--- config.mk ---
export PLATFORM = sky130hd
export DESIGN_NAME = keypad_scan_flat
export DESIGN_NICKNAME = d
export VERILOG_FILES = /design/src/rtl/keypad_scan_if.sv /design/src/rtl/keypad_scan.sv /design/src/flat_wrapper.sv
export SDC_FILE = /design/constraint.sdc
export NUM_CORES = 1
export LEC_CHECK = 0
export CAP_MARGIN = 0
export CORE_ASPECT_RATIO = 1.75
export CORE_UTILIZATION = 52
export DETAILED_ROUTE_END_ITERATION = 12
export PLACE_DENSITY = 0.78
export SLEW_MARGIN = 20
export SYNTH_ARGS = -nofsm -noshare
export SYNTH_HDL_FRONTEND = slang
export SYNTH_SLANG_ARGS = --single-unit
export TNS_END_PERCENT = 50
--- constraint.sdc ---
create_clock -name clk -period 1.7 [get_ports clk]
set_input_delay 0.17 -clock clk [delete_from_list [all_inputs] [get_ports clk]]
set_output_delay 0.17 -clock clk [all_outputs]
set_load 0.01 [all_outputs]
--- src/rtl/keypad_scan_if.sv ---
`default_nettype none
// ============================================================================
// Module   : keypad_scan_if
// Brief    : Pin-side bundle of the 4x4 matrix keypad controller.
// Revision : 1.0 - initial release
// ============================================================================
interface keypad_scan_if;
   logic [3:0] row_in;
   logic [3:0] col_out;
   logic [3:0] key_code;
   logic       key_valid;
   logic       key_busy;

   modport master (
      input  row_in,
      output col_out,
      output key_code,
      output key_valid,
      output key_busy
   );

   modport slave (
      output row_in,
      input  col_out,
      input  key_code,
      input  key_valid,
      input  key_busy
   );
endinterface
`default_nettype wire

--- src/rtl/keypad_scan.sv ---
`default_nettype none
// ============================================================================
// Module   : keypad_scan
// Brief    : 4x4 keypad column scanner with one shared debounce/dwell timer.
//            Define KEYPAD_REPEAT_EN for auto-repeat strobes while a key is held.
// Revision : 1.0 - initial release
// ============================================================================
module keypad_scan #(
   parameter int SCAN_CYCLES     = 50_000,
   parameter int DEBOUNCE_CYCLES = 1_000_000,
   parameter int REPEAT_CYCLES   = 25_000_000
) (
   input  logic          clk,
   input  logic          rst,
   keypad_scan_if.master kp
);

   localparam int MAX_A   = (SCAN_CYCLES > DEBOUNCE_CYCLES) ? SCAN_CYCLES : DEBOUNCE_CYCLES;
   localparam int MAX_CYC = (MAX_A > REPEAT_CYCLES) ? MAX_A : REPEAT_CYCLES;
   localparam int CNT_W   = (MAX_CYC > 2) ? $clog2(MAX_CYC) : 1;

   localparam logic [CNT_W-1:0] SCAN_LAST = CNT_W'(SCAN_CYCLES - 1);
   localparam logic [CNT_W-1:0] DEB_LAST  = CNT_W'(DEBOUNCE_CYCLES - 1);
`ifdef KEYPAD_REPEAT_EN
   localparam logic [CNT_W-1:0] REP_LAST  = CNT_W'(REPEAT_CYCLES - 1);
`endif

   typedef enum logic [1:0] {
      ST_SCAN     = 2'd0,
      ST_PRESS_DB = 2'd1,
      ST_HELD     = 2'd2,
      ST_REL_DB   = 2'd3
   } state_t;

   state_t           state_q, state_d;
   logic [CNT_W-1:0] cnt_q, cnt_d;
   logic [1:0]       col_q, col_d;
   logic [1:0]       row_l_q, row_l_d;
   logic [3:0]       code_q, code_d;
   logic             valid_q, valid_d;
   logic [3:0]       sync1_q, row_s_q;
   logic [1:0]       low_row;

   // Lowest-index low row wins when several rows are pressed in one column.
   always_comb begin
      low_row = 2'd3;
      if (!row_s_q[0])      low_row = 2'd0;
      else if (!row_s_q[1]) low_row = 2'd1;
      else if (!row_s_q[2]) low_row = 2'd2;
   end

   always_comb begin
      state_d = state_q;
      cnt_d   = cnt_q + 1'b1;
      col_d   = col_q;
      row_l_d = row_l_q;
      code_d  = code_q;
      valid_d = 1'b0;
      case (state_q)
         ST_SCAN: begin
            if (cnt_q == SCAN_LAST) begin
               cnt_d = '0;
               if (row_s_q != 4'hF) begin
                  row_l_d = low_row;
                  state_d = ST_PRESS_DB;
               end else begin
                  col_d = col_q + 2'd1;
               end
            end
         end
         ST_PRESS_DB: begin
            // A bounce back high beats a coincident terminal count.
            if (row_s_q[row_l_q]) begin
               state_d = ST_SCAN;
               cnt_d   = '0;
               col_d   = col_q + 2'd1;
            end else if (cnt_q == DEB_LAST) begin
               state_d = ST_HELD;
               cnt_d   = '0;
               code_d  = {row_l_q, col_q};
               valid_d = 1'b1;
            end
         end
         ST_HELD: begin
            if (row_s_q[row_l_q]) begin
               state_d = ST_REL_DB;
               cnt_d   = '0;
`ifdef KEYPAD_REPEAT_EN
            end else if (cnt_q == REP_LAST) begin
               cnt_d   = '0;
               valid_d = 1'b1;
`else
            end else begin
               cnt_d   = '0;
`endif
            end
         end
         ST_REL_DB: begin
            if (!row_s_q[row_l_q]) begin
               state_d = ST_HELD;
               cnt_d   = '0;
            end else if (cnt_q == DEB_LAST) begin
               state_d = ST_SCAN;
               cnt_d   = '0;
               col_d   = 2'd0;
            end
         end
         default: begin
            state_d = ST_SCAN;
            cnt_d   = '0;
         end
      endcase
   end

   always_ff @(posedge clk or posedge rst) begin
      if (rst) begin
         state_q <= ST_SCAN;
         cnt_q   <= '0;
         col_q   <= 2'd0;
         row_l_q <= 2'd0;
         code_q  <= 4'h0;
         valid_q <= 1'b0;
         sync1_q <= 4'hF;
         row_s_q <= 4'hF;
      end else begin
         state_q <= state_d;
         cnt_q   <= cnt_d;
         col_q   <= col_d;
         row_l_q <= row_l_d;
         code_q  <= code_d;
         valid_q <= valid_d;
         sync1_q <= kp.row_in;
         row_s_q <= sync1_q;
      end
   end

   assign kp.col_out   = ~(4'b0001 << col_q);
   assign kp.key_code  = code_q;
   assign kp.key_valid = valid_q;
   assign kp.key_busy  = (state_q != ST_SCAN);

endmodule
`default_nettype wire
--- src/flat_wrapper.sv ---
// flat-port wrapper written by rule: the top's interface ports become plain ports
module keypad_scan_flat 
#(
   parameter int SCAN_CYCLES     = 50_000,
   parameter int DEBOUNCE_CYCLES = 1_000_000,
   parameter int REPEAT_CYCLES   = 25_000_000
)
  (clk, rst, kp_row_in, kp_col_out, kp_key_code, kp_key_valid, kp_key_busy);
  keypad_scan_if kp_i ();
  input  logic clk;
  input  logic rst;
  input wire logic [$bits(kp_i.row_in)-1:0] kp_row_in;
  output wire logic [$bits(kp_i.col_out)-1:0] kp_col_out;
  output wire logic [$bits(kp_i.key_code)-1:0] kp_key_code;
  output wire logic [$bits(kp_i.key_valid)-1:0] kp_key_valid;
  output wire logic [$bits(kp_i.key_busy)-1:0] kp_key_busy;
  assign kp_i.row_in = kp_row_in;
  assign kp_col_out = kp_i.col_out;
  assign kp_key_code = kp_i.key_code;
  assign kp_key_valid = kp_i.key_valid;
  assign kp_key_busy = kp_i.key_busy;
  keypad_scan #(.SCAN_CYCLES(SCAN_CYCLES), .DEBOUNCE_CYCLES(DEBOUNCE_CYCLES), .REPEAT_CYCLES(REPEAT_CYCLES)) u_core (.clk(clk), .rst(rst), .kp(kp_i));
endmodule
==> results.json <==
{
  "violations": "setup timing",
  "pin_count": 16,
  "async_flop_share_pct": 100,
  "vias": 1818,
  "coreArea_mm2": 0.00394,
  "grt_pass1_vias": 1827,
  "critical_path_buf_inv_count": 0,
  "worst-slew-pin-transition_ns": 0.424,
  "postSynthAreaPerCell_um2": 10.2,
  "wl_per_cell_um": 16.2,
  "max_freq_mhz": 526,
  "grt_pass1_wl_um": 7990,
  "synthSimpleGateAreaFrac_pct": 23.2,
  "final_cell_mix": "buf_4, dfrtp_1, nor2_1, xor2_1, nand3_1",
  "worst_skew_pair.late_latency_ns": 0.30,
  "critPathMaxStageDelay_ns": 0.55,
  "worstPathCellList": "or4_4, nor4_4, nand2_4, o31a_1, a221o_1",
  "max_cap_violations": 0,
  "initial_core_util_pct": 55.5,
  "seqPwrFrac_pct": 59.2,
  "final_common_cell": "buf_4",
  "gr-total-overflow": 0,
  "syn_to_final_growth_pct": 34.4,
  "rsz0062_at_grt": "yes",
  "wl_um": 5340,
  "synth_top_family_by_area": "simple AND/OR/NAND/NOR gates",
  "io_buffers": 15,
  "synth_fa_ha_area_share_pct": 2.86,
  "fin_skew_ns": 0.00902,
  "layout-drive-gt1-share_pct": 34.5,
  "place_area_mm2": 0.00275,
  "cts_sinks": 44,
  "internal_power_mw": 1.42,
  "end_kind": "register",
  "core.rowCount": 30,
  "ys_ff_latch": 44,
  "critPathLaunchType": "register",
  "power.leakage_nw": 1.42,
  "comb_power_share_pct": 3.9,
  "syn_area_mm2": 0.00219,
  "fin_tns_setup_ns": -4.45,
  "dp_hpwl_um": 3600,
  "maxSlewHeadroom_pct": 71.6,
  "antenna_found_initial": 0,
  "ys.flop_type": "dfrtp_1",
  "synth-compound-area-share_pct": 6.12,
  "die_h_um": 87.8,
  "yosys_warnings": 0,
  "hold_violations": 0,
  "cts.clk_slew.worst_paths_ns": 0.08,
  "htreeDepth": 2,
  "drtIter0Drc": 53,
  "syn_inst": 214,
  "cp.arrival_ns": 2.09,
  "slowest_stage": "or4_4",
  "clock_path_buffers": 2,
  "grt_max_degree": 39,
  "vias_per_cell": 5.53,
  "p_clk_share_pct": 37.0,
  "synth_xor_area_share_pct": 9.21,
  "grt_use_total_pct": 24.8,
  "nets": 291,
  "cp_top_family": "simple AND/OR/NAND/NOR gates",
  "dr.pass1.iters": 4,
  "status": "finished, violations left",
  "synth_edf_count": 0,
  "timing.setup.critical_path_class": "register to register",
  "ir_drop_mv": 0.553,
  "hp-class": "input pin to async pin",
  "drc": 0,
  "final.min_clock_period_ns": 1.90,
  "setup_viol": 34,
  "layout_setup_ws_ns": -0.201,
  "root_buffer": "clkbuf_8",
  "cp_max_fo": 6,
  "antennaDiodeCount": 0,
  "synth.distinct_cells": 42,
  "n_fill_cell": 267,
  "muxShareOfSynthArea_pct": 3.54,
  "cts_tree": "yes",
  "fin_cells": 329,
  "finalPower_mw": 1.80,
  "p_per_area_mw_per_mm2": 613,
  "ys_seq_area_share_pct": 50.8,
  "syn-num-nets": 225,
  "ant_nets": 0,
  "drv_slew": 0,
  "numCtsBuffers": 5,
  "die_w_um": 51.0,
  "swShare_pct": 21.3,
  "globalplace.congestion": 0.827,
  "post-place-cells": 320,
  "pre_cts_ws_ns": -0.319,
  "required_ns": 1.89,
  "period_share_pct": 112,
  "die_area_mm2": 0.00448,
  "fin_area_mm2": 0.00294,
  "p_sw_uw": 385,
  "ctsHoldBuffers": 0
}
-- power by group through the flow --
stage,clock network (mW),logic (mW),registers (mW)
2_1_floorplan,0,0.0300,1.09
3_3_place_gp,0,0.0651,1.09
3_5_place_dp,0,0.0675,1.09
4_1_cts,0.684,0.0702,1.07
5_1_grt,0.739,0.0773,1.07
6_report,0.667,0.0702,1.07
-- timing repair --
action	4_1_cts	5_1_grt
resized for setup	20	10
pin swaps	4	3
setup endpoints to repair	41	37
buffers inserted	1	1
-- sequential cells by signal, summed over array words and instances, names as in the netlist, named ones only --
register,cells
u_core.cnt_q,25
u_core.col_q,2
u_core.kp.key_code,4
u_core.kp.key_valid,1
u_core.row_l_q,2
u_core.row_s_q,4
u_core.state_q,1
u_core.sync1_q,4
-- per-layer routing --
| metal | share of wire, % | vias up | track usage, % |
|---|---|---|---|
| met4 | 4.3 | 0 | 12.9 |
| met3 | 2.6 | 18 | 4.34 |
| met5 | 0 | - | 0 |
| met2 | 58 | 43 | 48.6 |
| li1 | - | 862 | - |
| met1 | 35 | 895 | 23.3 |
-- Yosys cell counts (2+ instances only) --
cell / number / area share (%)
mux2_2: 4 / 2.1
inv_1: 13 / 2.2
buf_6: 3 / 1.5
nand2_1: 13 / 2.2
xnor2_1: 6 / 2.4
nor3_1: 7 / 1.6
o21ai_0: 4 / 0.91
clkbuf_1: 3 / 0.51
nor2_2: 2 / 0.57
xor2_1: 17 / 6.8
dfrtp_1: 36 / 41
nand4_1: 7 / 2.0
nor2_1: 37 / 6.3
nor4b_1: 3 / 1.2
nand3_1: 16 / 3.7
dfstp_2: 8 / 9.6
and3_1: 4 / 1.1
and4_1: 3 / 1.2
ha_1: 5 / 2.9
-- worst paths after layout --
path,cells past startpoint,end,slack [ns],start
min reg2reg,0,u_core.row_s_q[1]$_DFF_PP1_,0.36,u_core.sync1_q[1]$_DFF_PP1_
max,5,u_core.col_q[1]$_DFFE_PP0P_,-0.20,u_core.cnt_q[19]$_DFF_PP0_
min,2,u_core.kp.key_code[1]$_DFFE_PP0P_,0.12,rst
min in group clk,1,u_core.sync1_q[3]$_DFF_PP1_,0.27,kp_row_in[3]
max reg2reg,5,u_core.col_q[1]$_DFFE_PP0P_,-0.20,u_core.cnt_q[19]$_DFF_PP0_
max in group asynchronous,3,u_core.row_s_q[3]$_DFF_PP1_,1.03,rst
-- kinds of logic (layout without fill, tap and decap cells) --
logic type	count (synthesis)	count (layout)
AND/OR/NAND/NOR	101	101
multiplexers	6	6
flip-flops	44	44
XOR/XNOR	23	23
adder cells (fa/ha/maj)	5	5
AO/OA/AOI/OAI	16	16
buffers and inverters	19	86
-- through the flow --
| stage | hold slack [ns] | utilization [%] |
|---|---|---|
| 6_report | 0.116 | 74.6 |
| 5_1_grt | 0.146 | 74.6 |
| 4_1_cts | 0.118 | 73.4 |
| 3_5_place_dp | 0.347 | 69.7 |
| 3_3_place_gp | 0.346 | 69.7 |
| 2_1_floorplan | 0.174 | - |
-- layout make-up --
class / count / area [um^2] / area share, %
Inverter: 13 / 48.8 / 1.66
Clock inverter: 2 / 10.0 / 0.340
Multi-Input combinational cell: 151 / 1080 / 36.6
Timing Repair Buffer: 65 / 549 / 18.7
Clock buffer: 6 / 82.6 / 2.81
Tap cell: 48 / 60.1 / 2.04
Sequential cell: 44 / 1110 / 37.9
No activity file was read; power rests on OpenSTA's default activity.
